**src/rtl/usb_rx_token_decoder_if.sv**
```systemverilog
// Destuffed-bit input and decoded-token result bundle between the RX bit path and token decoder.
// Latency: none (wiring only). No backpressure: bits and results are one-cycle strobes.
interface usb_rx_token_decoder_if;
    logic        sop;
    logic        bit_strobe;
    logic        bit_in;
    logic        eop;
    logic        busy;
    logic        token_valid;
    logic [3:0]  token_pid;
    logic [6:0]  token_addr;
    logic [3:0]  token_endp;
    logic [10:0] frame_num;
    logic        pid_err;
    logic        crc_err;
    logic        len_err;

    modport master (
        output sop, bit_strobe, bit_in, eop,
        input  busy, token_valid, token_pid, token_addr, token_endp, frame_num,
               pid_err, crc_err, len_err
    );

    modport slave (
        input  sop, bit_strobe, bit_in, eop,
        output busy, token_valid, token_pid, token_addr, token_endp, frame_num,
               pid_err, crc_err, len_err
    );
endinterface

```
**src/rtl/usb_rx_token_decoder.sv**
```systemverilog
// USB token decoder: PID check, CRC-5 over the 11-bit field, one result pulse per packet.
// Latency: result pulse one cycle after eop. No backpressure: the bit stream is never stalled.
module usb_rx_token_decoder #(
    parameter int         TOKEN_BITS = 24,
    parameter logic [4:0] CRC_SEED   = 5'b11111
) (
    input logic                   clk,
    input logic                   n_rst,
    usb_rx_token_decoder_if.slave rx
);
    typedef enum logic [2:0] {S_IDLE, S_PID, S_FIELD, S_CRC, S_CHECK, S_WAIT_EOP} state_t;

    localparam logic [4:0] PID_LAST   = 5'd7;
    localparam logic [4:0] FIELD_LAST = 5'd18;
    localparam logic [4:0] CRC_FIRST  = 5'd19;
    localparam logic [4:0] CRC_LAST   = 5'(TOKEN_BITS - 1);

    state_t      state, state_n;
    logic [4:0]  bit_cnt, bit_cnt_n;
    logic [7:0]  pid_sr, pid_sr_n;
    logic [10:0] field_sr, field_sr_n;
    logic [4:0]  crc, crc_n;
    logic        crc_ok, crc_ok_n;
    logic        token_valid_n, pid_err_n, crc_err_n, len_err_n;
    logic        token_valid_q, pid_err_q, crc_err_q, len_err_q;
    logic [3:0]  token_pid_q, token_endp_q;
    logic [6:0]  token_addr_q;
    logic [10:0] frame_num_q;
    logic [2:0]  crc_idx;
    logic        fb;

    // Received CRC arrives MSb first, each bit the complement of the residue bit
    assign crc_idx = 3'd4 - 3'(bit_cnt - CRC_FIRST);
    assign fb      = crc[4] ^ rx.bit_in;

    always_comb begin
        state_n       = state;
        bit_cnt_n     = bit_cnt;
        pid_sr_n      = pid_sr;
        field_sr_n    = field_sr;
        crc_n         = crc;
        crc_ok_n      = crc_ok;
        token_valid_n = 1'b0;
        pid_err_n     = 1'b0;
        crc_err_n     = 1'b0;
        len_err_n     = 1'b0;

        if (rx.sop) begin
            state_n   = S_PID;
            bit_cnt_n = '0;
            crc_n     = CRC_SEED;
            crc_ok_n  = 1'b1;
            if (rx.bit_strobe) begin
                pid_sr_n  = {rx.bit_in, pid_sr[7:1]};
                bit_cnt_n = 5'd1;
            end
        end else begin
            case (state)
                S_PID: if (rx.bit_strobe) begin
                    pid_sr_n  = {rx.bit_in, pid_sr[7:1]};
                    bit_cnt_n = bit_cnt + 5'd1;
                    if (bit_cnt == PID_LAST) begin
                        // Token PIDs are exactly those whose low two bits are 2'b01
                        if (pid_sr_n[7:4] != ~pid_sr_n[3:0]) begin
                            pid_err_n = 1'b1;
                            state_n   = S_WAIT_EOP;
                        end else if (pid_sr_n[1:0] == 2'b01) begin
                            state_n = S_FIELD;
                        end else begin
                            state_n = S_WAIT_EOP;
                        end
                    end
                end
                S_FIELD: if (rx.bit_strobe) begin
                    field_sr_n = {rx.bit_in, field_sr[10:1]};
                    crc_n      = {crc[3:0], 1'b0} ^ (fb ? 5'b00101 : 5'b00000);
                    bit_cnt_n  = bit_cnt + 5'd1;
                    if (bit_cnt == FIELD_LAST) state_n = S_CRC;
                end
                S_CRC: if (rx.bit_strobe) begin
                    if (rx.bit_in != ~crc[crc_idx]) crc_ok_n = 1'b0;
                    bit_cnt_n = bit_cnt + 5'd1;
                    if (bit_cnt == CRC_LAST) state_n = S_CHECK;
                end
                S_CHECK: if (rx.bit_strobe) begin
                    len_err_n = 1'b1;
                    state_n   = S_WAIT_EOP;
                end
                default: ;
            endcase

            // eop is judged against the state reached after any same-cycle bit
            if (rx.eop) begin
                case (state_n)
                    S_PID, S_FIELD, S_CRC: begin
                        len_err_n = 1'b1;
                        state_n   = S_IDLE;
                    end
                    S_CHECK: begin
                        token_valid_n = crc_ok_n;
                        crc_err_n     = ~crc_ok_n;
                        state_n       = S_IDLE;
                    end
                    S_WAIT_EOP: state_n = S_IDLE;
                    default: ;
                endcase
            end
        end
    end

    always_ff @(posedge clk) begin
        if (!n_rst) begin
            state         <= S_IDLE;
            bit_cnt       <= '0;
            pid_sr        <= '0;
            field_sr      <= '0;
            crc           <= CRC_SEED;
            crc_ok        <= 1'b0;
            token_valid_q <= 1'b0;
            pid_err_q     <= 1'b0;
            crc_err_q     <= 1'b0;
            len_err_q     <= 1'b0;
            token_pid_q   <= '0;
            token_addr_q  <= '0;
            token_endp_q  <= '0;
            frame_num_q   <= '0;
        end else begin
            state         <= state_n;
            bit_cnt       <= bit_cnt_n;
            pid_sr        <= pid_sr_n;
            field_sr      <= field_sr_n;
            crc           <= crc_n;
            crc_ok        <= crc_ok_n;
            token_valid_q <= token_valid_n;
            pid_err_q     <= pid_err_n;
            crc_err_q     <= crc_err_n;
            len_err_q     <= len_err_n;
            if (token_valid_n) begin
                token_pid_q  <= pid_sr[3:0];
                token_addr_q <= field_sr[6:0];
                token_endp_q <= field_sr[10:7];
                frame_num_q  <= field_sr;
            end
        end
    end

    assign rx.busy        = (state != S_IDLE);
    assign rx.token_valid = token_valid_q;
    assign rx.pid_err     = pid_err_q;
    assign rx.crc_err     = crc_err_q;
    assign rx.len_err     = len_err_q;
    assign rx.token_pid   = token_pid_q;
    assign rx.token_addr  = token_addr_q;
    assign rx.token_endp  = token_endp_q;
    assign rx.frame_num   = frame_num_q;
endmodule

```
**src/flat_wrapper.sv**
```systemverilog
// flat-port wrapper written by rule: the top's interface ports become plain ports
module usb_rx_token_decoder_flat 
#(
    parameter int         TOKEN_BITS = 24,
    parameter logic [4:0] CRC_SEED   = 5'b11111
)
  (clk, n_rst, rx_sop, rx_bit_strobe, rx_bit_in, rx_eop, rx_busy, rx_token_valid, rx_token_pid, rx_token_addr, rx_token_endp, rx_frame_num, rx_pid_err, rx_crc_err, rx_len_err);
  usb_rx_token_decoder_if rx_i ();
  input logic clk;
  input logic n_rst;
  input wire logic [$bits(rx_i.sop)-1:0] rx_sop;
  input wire logic [$bits(rx_i.bit_strobe)-1:0] rx_bit_strobe;
  input wire logic [$bits(rx_i.bit_in)-1:0] rx_bit_in;
  input wire logic [$bits(rx_i.eop)-1:0] rx_eop;
  output wire logic [$bits(rx_i.busy)-1:0] rx_busy;
  output wire logic [$bits(rx_i.token_valid)-1:0] rx_token_valid;
  output wire logic [$bits(rx_i.token_pid)-1:0] rx_token_pid;
  output wire logic [$bits(rx_i.token_addr)-1:0] rx_token_addr;
  output wire logic [$bits(rx_i.token_endp)-1:0] rx_token_endp;
  output wire logic [$bits(rx_i.frame_num)-1:0] rx_frame_num;
  output wire logic [$bits(rx_i.pid_err)-1:0] rx_pid_err;
  output wire logic [$bits(rx_i.crc_err)-1:0] rx_crc_err;
  output wire logic [$bits(rx_i.len_err)-1:0] rx_len_err;
  assign rx_i.sop = rx_sop;
  assign rx_i.bit_strobe = rx_bit_strobe;
  assign rx_i.bit_in = rx_bit_in;
  assign rx_i.eop = rx_eop;
  assign rx_busy = rx_i.busy;
  assign rx_token_valid = rx_i.token_valid;
  assign rx_token_pid = rx_i.token_pid;
  assign rx_token_addr = rx_i.token_addr;
  assign rx_token_endp = rx_i.token_endp;
  assign rx_frame_num = rx_i.frame_num;
  assign rx_pid_err = rx_i.pid_err;
  assign rx_crc_err = rx_i.crc_err;
  assign rx_len_err = rx_i.len_err;
  usb_rx_token_decoder #(.TOKEN_BITS(TOKEN_BITS), .CRC_SEED(CRC_SEED)) u_core (.clk(clk), .n_rst(n_rst), .rx(rx_i));
endmodule
```
**config.mk**
```make
export PLATFORM = sky130hd
export DESIGN_NAME = usb_rx_token_decoder_flat
export DESIGN_NICKNAME = d
export VERILOG_FILES = /design/src/rtl/usb_rx_token_decoder_if.sv /design/src/rtl/usb_rx_token_decoder.sv /design/src/flat_wrapper.sv
export SDC_FILE = /design/constraint.sdc
export NUM_CORES = 1
export LEC_CHECK = 0
export CORE_ASPECT_RATIO = 1.1
export CORE_MARGIN = 4
export CORE_UTILIZATION = 57
export CTS_CLUSTER_SIZE = 14
export DETAILED_ROUTE_END_ITERATION = 8
export PLACE_DENSITY = 0.83
export SLEW_MARGIN = 20
export SYNTH_ARGS = -nofsm -noshare
export SYNTH_HDL_FRONTEND = slang
export SYNTH_SLANG_ARGS = --single-unit
```
**constraint.sdc**
```tcl
create_clock -name clk -period 3.8 [get_ports clk]
set_input_delay 0.76 -clock clk [delete_from_list [all_inputs] [get_ports clk]]
set_output_delay 0.76 -clock clk [all_outputs]
set_load 0.005 [all_outputs]
```
# Word level (Yosys, flattened, before mapping)
# Cells that the tools add are included.
[word_totals] latch_bits=0 elab_cells=96 memories=0 input_bits=6 mem_bits_ro=0 mem_bits_rw=0 register_bits=63 output_inout_bits=31
[op_classes] n_shift=0 eq_ne=15 bitwise_logic=12 addsub=3 n_div=0 n_mux=37 reduce_logical=13 n_mul=0 magnitude_cmp=1
[op_table] op="3-bit 2-to-1 mux" n=13
[op_table] op="8-bit 2-to-1 mux" n=3
[op_table] op="1-bit 2-to-1 mux" n=16
[op_table] op="5-bit 2-to-1 mux" n=3
[op_table] op="3-bit by 2-bit == test with 1-bit output (second input constant)" n=4
[op_table] op="3-bit one-hot mux with 4 select lines" n=1
[op_table] op="5-bit == test (second input constant)" n=2
[op_table] op="5-bit OR reduction" n=2
[op_table] op="3-bit == test (second input constant)" n=3
[op_table] op="1-bit inverter" n=9
[op_table] op="3-bit by 1-bit == test with 1-bit output (second input constant)" n=2
[op_table] op="2-bit nonzero test" n=3
[op_table] op="3-bit OR reduction" n=2
[op_table] op="5-bit by 1-bit adder with 5-bit output (second input constant)" n=1
[op_table] op="5-bit by 3-bit == test with 1-bit output (second input constant)" n=1
[op_table] op="5-bit bitwise XOR" n=1
[op_table] op="3-bit by 4-bit < comparator with 1-bit output (second input constant)" n=1
[op_table] op="4-bit inequality test" n=1
[op_table] op="4-bit inverter" n=1
[op_table] op="2-bit AND reduction" n=2
[op_table] op="4-bit OR reduction" n=1
[op_table] op="1-bit binary-select mux with 3-bit select" n=1
[op_table] op="3-bit AND reduction" n=1
[op_table] op="3-bit nonzero test" n=1
[op_table] op="other kinds (6)" n=6

# Logic depth before layout (Yosys ltp)
# Gate-level depths: netlist of the first run.
[logic_depth] ltp_word=13 mapped_depth=10 mapped_depth_nobuf=8

# Least setup slack after synthesis of the first run
# Ideal clock, no wire load.
[synth_timing] path_type="input to register" start="input rx_bit_strobe" end="register u_core.frame_num_q[0], in the netlist u_core.rx.frame_num[0]" n_path_buf=3 path_slack_ns=1.386 required_time_ns=3.682 arrival_time_ns=2.296 setup_time_ns=0.118 cell_stages=9 cell_sequence="buf_4 nand3b_4 o41a_1 o32a_1 and4b_4 and3_4 buf_6 buf_12 mux2i_1"
[synth_between] elab_chain_len=7 word_cells_on_any_way=13 classes_between="1 x eq/ne; 12 x mux"
[synth_rtl] element="start: declaration" line="flat_wrapper.sv:12" text="input wire logic [$bits(rx_i.bit_strobe)-1:0] rx_bit_strobe;"
[synth_rtl] element="3-bit 2-to-1 mux (on tied branches)"
[synth_rtl] element="3-bit one-hot mux with 4 select lines" line="usb_rx_token_decoder.sv:58" text="case (state)"
[synth_rtl] element="3-bit 2-to-1 mux" line="usb_rx_token_decoder.sv:48" text="if (rx.sop) begin"
[synth_rtl] element="3-bit == test" line="usb_rx_token_decoder.sv:94" text="case (state_n)"
[synth_rtl] element="1-bit 2-to-1 mux *" line="usb_rx_token_decoder.sv:94"
[synth_rtl] element="1-bit 2-to-1 mux *" line="usb_rx_token_decoder.sv:93" text="if (rx.eop) begin"
[synth_rtl] element="1-bit 2-to-1 mux *" line="usb_rx_token_decoder.sv:48"
[synth_rtl] element="end signal: assignment" line="usb_rx_token_decoder.sv:142" text="frame_num_q <= field_sr;"
[synth_rtl] element="end: declaration" line="usb_rx_token_decoder.sv:28" text="logic [10:0] frame_num_q;"
# Every way passes the cells marked *; elsewhere a longest branch is shown, timed or not. The select of a mux whose other input is x is not followed.
# A chain may end at the register's enable or synchronous reset.

# Final worst setup path of the first run
[layout_timing] start="input rx_bit_in" end="register u_core.token_pid_q[3], in the netlist u_core.rx.token_pid[3]"
[layout_between] elab_chain_len=10 word_cells_on_any_way=15 classes_between="3 x eq/ne; 12 x mux"
[layout_rtl] element="start: declaration" line="flat_wrapper.sv:13" text="input wire logic [$bits(rx_i.bit_in)-1:0] rx_bit_in;"
[layout_rtl] element="4-bit inequality test" line="usb_rx_token_decoder.sv:64" text="if (pid_sr_n[7:4] != ~pid_sr_n[3:0]) begin"
[layout_rtl] element="3-bit 2-to-1 mux" line="usb_rx_token_decoder.sv:64"
[layout_rtl] element="3-bit 2-to-1 mux" line="usb_rx_token_decoder.sv:62" text="if (bit_cnt == PID_LAST) begin"
[layout_rtl] element="3-bit 2-to-1 mux" line="usb_rx_token_decoder.sv:59" text="S_PID: if (rx.bit_strobe) begin"
[layout_rtl] element="3-bit one-hot mux with 4 select lines" line="usb_rx_token_decoder.sv:58"
[layout_rtl] element="3-bit 2-to-1 mux" line="usb_rx_token_decoder.sv:48"
[layout_rtl] element="3-bit == test" line="usb_rx_token_decoder.sv:94"
[layout_rtl] element="1-bit 2-to-1 mux *" line="usb_rx_token_decoder.sv:94"
[layout_rtl] element="1-bit 2-to-1 mux *" line="usb_rx_token_decoder.sv:93"
[layout_rtl] element="1-bit 2-to-1 mux *" line="usb_rx_token_decoder.sv:48"
[layout_rtl] element="end signal: assignment" line="usb_rx_token_decoder.sv:139" text="token_pid_q <= pid_sr[3:0];"
[layout_rtl] element="end: declaration" line="usb_rx_token_decoder.sv:26" text="logic [3:0] token_pid_q, token_endp_q;"
# Marked as above.

==> results.sh, run 1 <==
export IMPL_status="completed"
export IMPL_critical_path_top_delay_family="simple AND/OR/NAND/NOR gates"
export IMPL_synthArstFlopShare_pct=0
export IMPL_yosysWarnings=0
export IMPL_setup_tns_final_ns=0
export IMPL_grt_overflow_total=0
export IMPL_synthesis_instances=269
export IMPL_synth_largest_area_cell="sky130_fd_sc_hd__dfxtp_1"
export IMPL_worstSetupStartpointType="primary input"
export IMPL_finalCriticalPeriod_ns=2.773
export IMPL_dp_final_hpwl_mm=3.203
export IMPL_clock_tree_from_tritoncts="built"
export IMPL_finish_net_count=294
export IMPL_die_width_um=70.32
export IMPL_grt_first_pass_wirelength_mm=8.017
export IMPL_rows=24
export IMPL_clockBufferDepth=2
export IMPL_top_level_ports=37
export IMPL_met1_length_mm=2.210
export IMPL_syn_nets=277
export IMPL_cp_slowest_cell="sky130_fd_sc_hd__clkdlybuf4s50_1"
export IMPL_die_h_um=76.55
export IMPL_maxClockFrequency_mhz=360.6
export IMPL_pin_count_of_the_biggest_net_entering_global_routing=54
export IMPL_route_detailed_vias_per_inst=5.289
export IMPL_ys_types=43
export IMPL_maxSlewViolCount=0
export IMPL_crit_chain="clkdlybuf4s50_1 > xor2_1 > nand3_1 > o21ai_0 > and4b_4 > and3_4 > mux2i_1"
export IMPL_first_global_vias=1693
export IMPL_placement_io_buffers=36
export IMPL_setup_viol_count_final=0
export IMPL_cts_buffer_count=5
export IMPL_worstPathArrival_ns=3.01
export IMPL_worst_vdd_drop_uv=184.8
export IMPL_post_synth_main_area_contributors="sky130_fd_sc_hd__dfxtp_1 (43%), sky130_fd_sc_hd__mux2i_1 (12%), sky130_fd_sc_hd__nand2_1 (9.7%)"
export IMPL_clock_tree_root_cell="sky130_fd_sc_hd__clkbuf_8"
export IMPL_critPathCaptureType="register"
export IMPL_antenna_cells_inserted=0
export IMPL_antenna_found_initial=0
export IMPL_ys_seq_elements=52
export IMPL_synth_enable_flop_cells=0
export IMPL_cts_repair_resized=0
export IMPL_topRoutingLayerUsed="met4"
export IMPL_grt_util_all_layers_pct=18.26
export IMPL_totalWireLength_mm=4.640
export IMPL_worst_path_max_fanout=15
export IMPL_final_cell_count_no_fill=339
export IMPL_wl_per_cell_um=13.69
export IMPL_vias=1793
export IMPL_power_density_mw_per_mm2=333.8
export IMPL_clock_h_tree_levels=2
export IMPL_worst_slew_pin_slew_ns=0.8990
export IMPL_seq_area_frac_synth_pct=42.75
export IMPL_routed_wl_met2_mm=2.143
export IMPL_gp_routability_congestion=0.8967
export IMPL_critical_path_class="primary input to register"
export IMPL_static_leakage_power_nw=0.9551
export IMPL_post_synth_cell_area_avg_sq_um=9.051
export IMPL_final_layout_size_suffix_gt1_share_pct=5.226
export IMPL_synth_top_flop_cell="sky130_fd_sc_hd__dfxtp_1"
export IMPL_relSlewSlack_pct=39.67
export IMPL_multiInputGateArea_sq_mm=0.001192
export IMPL_drt_pre_antenna_iters=4
export IMPL_ant_nets=0
export IMPL_drcViolationCount=0
export IMPL_iteration_0_drc_count_of_the_detailed_router=108
export IMPL_kind_of_path_behind_the_tightest_hold_check="register to register"
export IMPL_post_layout_total_power_mw=0.9288
export IMPL_share_of_the_cycle_needed_by_the_critical_path_after_routing_pct=72.97
export IMPL_synth_top_cell_area_share_pct=42.75
export IMPL_critPathRequiredTime_ns=4.03
export IMPL_critical_path_max_stage_delay_ns=0.66
export IMPL_final_seq_area_sq_mm=0.001041
export IMPL_initial_core_util_pct=60.06
export IMPL_postCtsSetupBuffers=0
export IMPL_area_growth_syn_to_layout_pct=14.29
export IMPL_clock_sinks=52
export IMPL_hold_violations=0
export IMPL_grt_setup_unrepaired="false"
export IMPL_final_core_util_pct=68.64
export IMPL_dr_wl_met3_um=222
export IMPL_clk_latency_ns=0.31
export IMPL_floorplan_die_area_sq_mm=0.005383
export IMPL_path_buf_inv=1
export IMPL_hold_buffers=0
export IMPL_post_synth_instance_area_sq_mm=0.002435
export IMPL_final_setup_skew_ns=0.009025
export IMPL_fp_coreArea_sq_mm=0.004054
export IMPL_cap_viol_max_count=0
export IMPL_placed_cells_incl_taps=331
export IMPL_clk_transition_reported_paths_ns=0.08
export IMPL_fill_cells=348
[sequential cells by signal, summed over array words and instances (netlist names)]
signal / flops
u_core.bit_cnt: 5
u_core.crc: 5
u_core.crc_ok: 1
u_core.field_sr: 11
u_core.pid_sr: 8
u_core.rx.crc_err: 1
u_core.rx.frame_num: 10
u_core.rx.len_err: 1
u_core.rx.pid_err: 1
u_core.rx.token_endp: 1
u_core.rx.token_pid: 4
u_core.rx.token_valid: 1
u_core.state: 3
[cell type report]
| type | count | area share (%) |
|---|---|---|
| Clock buffer | 7 | 3.103 |
| Tap cell | 52 | 2.338 |
| Inverter | 6 | 0.8094 |
| Timing Repair Buffer | 37 | 13.22 |
| Clock inverter | 1 | 0.2698 |
| Sequential cell | 52 | 37.41 |
| Multi-Input combinational cell | 184 | 42.85 |
[synthesized netlist by cell type, types with 2 or more instances]
master and instances:
sky130_fd_sc_hd__mux2i_1 28, sky130_fd_sc_hd__o211ai_1 3, sky130_fd_sc_hd__nor2b_1 10, sky130_fd_sc_hd__inv_1 6
sky130_fd_sc_hd__clkbuf_1 11, sky130_fd_sc_hd__nand4_1 2, sky130_fd_sc_hd__nand3_1 5, sky130_fd_sc_hd__nor2_1 11
sky130_fd_sc_hd__buf_4 12, sky130_fd_sc_hd__o21a_1 2, sky130_fd_sc_hd__ha_1 2, sky130_fd_sc_hd__xnor2_1 5
sky130_fd_sc_hd__a21boi_0 13, sky130_fd_sc_hd__nand2_1 63, sky130_fd_sc_hd__o21ai_0 2, sky130_fd_sc_hd__buf_6 2
sky130_fd_sc_hd__nor3_1 3, sky130_fd_sc_hd__a21oi_1 5, sky130_fd_sc_hd__nand2b_1 2, sky130_fd_sc_hd__dfxtp_1 52
sky130_fd_sc_hd__and4_1 3, sky130_fd_sc_hd__a211oi_1 3, sky130_fd_sc_hd__xor2_1 4
[worst paths after layout]
| check | start | endpoint | slack [ns] | cells after the start |
|---|---|---|---|---|
| setup / recovery | rx_bit_in | u_core.rx.token_pid[3] | 1.03 | 7 |
| hold / removal | u_core.rx.token_pid[0] | u_core.rx.token_pid[0] | 0.46 | 2 |
| setup reg to reg | u_core.bit_cnt[1] | u_core.rx.token_pid[3] | 1.50 | 7 |
| hold reg to reg | u_core.rx.token_pid[0] | u_core.rx.token_pid[0] | 0.46 | 2 |
[worst register-to-register path: cells and delay by family, from the launching register on]
kind	cells	cell delay (ns)
simple gates	4	0.99
flops	1	0.47
compound gates	1	0.27
fa+ha+maj	1	0.26
mux	1	0.23
[report_power, final]
part	leakage [nW]	internal (mW)	switching (mW)	total [mW]
sequential	0.420	0.548	0.00392	0.552
clock	0.0445	0.148	0.177	0.326
combinational	0.491	0.0216	0.0294	0.0510
[per-stage QoR]
step / setup WS, ns / cell area, sq um / hold WS, ns
6_report: 1.027 / 2783 / 0.4604
3_3_place_gp: 0.8328 / 2689 / 0.4457
4_1_cts: 1.038 / 2783 / 0.4608
2_1_floorplan: 1.386 / 2435 / 0.4377
5_1_grt: 0.8622 / 2783 / 0.4974
3_5_place_dp: 0.7302 / 2689 / 0.4494
[layout by cell type (no fill, tap or decap), drive strengths merged, types with 6 or more instances in the layout]
master,instances
inv,6
a21boi,13
clkbuf,7
dfxtp,52
nand2,63
nor2,11
clkdlybuf4s50,36
mux2i,28
nor2b,11
[metal layers]
metal	track usage [%]	vias to the layer above
met2	28.56	41
met5	0	-
met3	5.277	5
li1	-	928
met4	5.939	0
met1	24.02	819
[logic make-up after synthesis]
family                     Yosys count  share of synthesized area, %
and+or+nand+nor                    109                         22.10
DFF                                 52                         42.75
AOI/OAI and AO/OA                   35                         10.64
buffers and inverters               33                         8.273
muxes                               29                         11.97
xor gates and xnor gates             9                         3.237
adders and majority gates            2                         1.028
(Power assumes the default switching activity.)
==> run 2: changes to the inputs <==
- CORE_UTILIZATION: 57 -> 53
- PLACE_DENSITY: 0.83 -> 0.78
- clock period: 3.8 -> 2.68 ns (I/O delays scaled with it)
==> run 2 against run 1 <==
Routed wire length decreased by 2.3%. Setup slack got worse by 0.69 ns. Sequential share of layout area decreased by 0.68 points. Global-route usage decreased by 0.56 points. Critical path depth unchanged. Total power increased by 40%. Register-to-register slack got worse by 1.2 ns. First-iteration DRC count increased by 31%. Combinational power increased by 49%. Sequential power increased by 42%. Via count increased by 0.45%. Largest cell class unchanged. Sequential cell count unchanged.
==> results.sh, run 2 (synthesis gave the netlist of run 1 again) <==
export IMPL_worstPathArrival_ns=2.57
export IMPL_final_setup_skew_ns=0.007782
export IMPL_maxClockFrequency_mhz=426.8
export IMPL_antenna_cells_inserted=0
export IMPL_wl_per_cell_um=13.03
export IMPL_grt_overflow_total=0
export IMPL_first_global_vias=1747
export IMPL_cts_buffer_count=5
export IMPL_setup_tns_final_ns=0
export IMPL_kind_of_path_behind_the_tightest_hold_check="register to register"
export IMPL_maxSlewViolCount=0
export IMPL_drt_pre_antenna_iters=5
export IMPL_critical_path_class="primary input to register"
export IMPL_hold_violations=0
export IMPL_ff_to_ff_path_depth=7
export IMPL_critPathCaptureType="register"
export IMPL_worst_hold_slack_ns=0.4620
export IMPL_top_level_ports=37
export IMPL_dp_final_hpwl_mm=3.187
export IMPL_pin_count_of_the_biggest_net_entering_global_routing=53
export IMPL_status="completed"
export IMPL_multiInputGateArea_sq_mm=0.001192
export IMPL_grt_first_pass_wirelength_mm=8.031
export IMPL_clockBufferDepth=2
export IMPL_gp_routability_congestion=0.8713
export IMPL_route_detailed_vias_per_inst=5.175
export IMPL_vias=1801
export IMPL_totalWireLength_mm=4.534
export IMPL_antenna_found_initial=0
export IMPL_layout_common_cells="sky130_fd_sc_hd__nand2_1 (63), sky130_fd_sc_hd__dfxtp_1 (52), sky130_fd_sc_hd__clkdlybuf4s50_1 (36)"
export IMPL_clock_tree_root_cell="sky130_fd_sc_hd__clkbuf_8"
export IMPL_worst_hold_path_num_cells=2
export IMPL_power_density_mw_per_mm2=459.9
export IMPL_cts_repair_resized=0
export IMPL_static_leakage_power_nw=0.9897
export IMPL_placement_io_buffers=36
export IMPL_worst_vdd_drop_uv=378.4
export IMPL_fill_cells=400
export IMPL_critPathRequiredTime_ns=2.91
export IMPL_whs_endpoint="u_core.rx.token_pid[0]"
export IMPL_clock_sinks=52
export IMPL_initial_core_util_pct=55.60
export IMPL_floorplan_die_area_sq_mm=0.005744
export IMPL_share_of_the_cycle_needed_by_the_critical_path_after_routing_pct=87.42
export IMPL_clk_transition_reported_paths_ns=0.09
export IMPL_postCtsSetupBuffers=0
export IMPL_max_flop_register="u_core.field_sr"
export IMPL_relSlewSlack_pct=71.19
export IMPL_final_layout_size_suffix_gt1_share_pct=7.823
export IMPL_drcViolationCount=0
export IMPL_worst_slew_pin_slew_ns=0.4321
export IMPL_finish_net_count=301
export IMPL_fp_coreArea_sq_mm=0.004379
export IMPL_clk_latency_ns=0.31
export IMPL_clock_tree_from_tritoncts="built"
export IMPL_die_h_um=79.09
export IMPL_clock_h_tree_levels=2
export IMPL_worst_path_max_fanout=15
export IMPL_rows=25
export IMPL_worst_r2r_startpoint="u_core.bit_cnt[1]"
export IMPL_layout_commonest_cell="sky130_fd_sc_hd__nand2_1"
export IMPL_area_growth_syn_to_layout_pct=16.39
export IMPL_largest_register_ff_count=11
export IMPL_r2r_slack_ns=0.35
export IMPL_grt_setup_unrepaired="false"
export IMPL_final_seq_area_sq_mm=0.001041
export IMPL_worstSetupStartpointType="primary input"
export IMPL_worstReg2RegEnd="u_core.rx.frame_num[6]"
export IMPL_hold_buffers=0
export IMPL_iteration_0_drc_count_of_the_detailed_router=142
export IMPL_die_width_um=72.63
export IMPL_grt_util_all_layers_pct=17.70
export IMPL_cap_viol_max_count=0
export IMPL_setup_viol_count_final=0
export IMPL_finalCriticalPeriod_ns=2.343
export IMPL_worst_hold_startpoint="u_core.rx.token_pid[0]"
export IMPL_ant_nets=0
run 2: cell count changes in the layout (fill, tap and decap cells not counted), sizes merged:
cell	before	now
clkbuf	7	5
inv	6	7
clkinv	0	1
buf	1	8
run 2: worst max-delay path by stage:
stage	startpoint	endpoint	slack [ns]	depth (start not counted)
2_1_floorplan	rx_bit_strobe	u_core.rx.frame_num[0]	0.49	9
3_3_place_gp	rx_bit_in	u_core.rx.frame_num[4]	0.13	7
3_5_place_dp	rx_bit_in	u_core.rx.token_pid[1]	0.04	7
4_1_cts	rx_bit_in	u_core.rx.frame_num[6]	0.34	7
5_1_grt	rx_bit_in	u_core.rx.frame_num[5]	0.18	7
6_report	rx_bit_in	u_core.rx.frame_num[6]	0.34	7
run 2: metrics by stage:
step                power (mW)  setup slack, ns  cells  util (%)  instance area, sq um
floorplan               0.8523           0.4898    269         -                  2435
finish                   1.303           0.3371    348     64.71                  2834
global route             1.367           0.1773    348     64.71                  2834
CTS                      1.321           0.3363    348     64.71                  2834
detailed placement      0.8763          0.03603    340     62.66                  2744
global placement        0.8762           0.1320    340     62.66                  2744
run 2: layout make-up:
class / instances / area share, %
Tap cell: 54 / 2.384
Clock buffer: 5 / 2.428
Clock inverter: 3 / 0.7506
Inverter: 6 / 0.7947
Timing Repair Buffer: 44 / 14.83
Sequential cell: 52 / 36.73
Multi-Input combinational cell: 184 / 42.07
run 2: metal layers:
metal  wire length (um)  share of wire (%)  GRT usage, %
met1               2241                 49         24.47
met2               2030                 45         27.17
met3                202                4.5         4.177
met4                 60                1.3         5.535
met5                  0                  0             0
run 2: worst max-delay path, stage by stage:
cell	delay [ns]
sky130_fd_sc_hd__clkdlybuf4s50_1	0.52
sky130_fd_sc_hd__xor2_1	0.19
sky130_fd_sc_hd__nand3_1	0.16
sky130_fd_sc_hd__o21ai_0	0.28
sky130_fd_sc_hd__and4b_4	0.28
sky130_fd_sc_hd__and3_4	0.37
sky130_fd_sc_hd__mux2i_1	0.23
run 2: power breakdown:
group          total, mW  switching (mW)  internal [mW]  leakage [nW]
Clock              0.445           0.259          0.186        0.0445
Combinational     0.0758          0.0415         0.0342         0.525
Sequential         0.783         0.00550          0.777         0.420
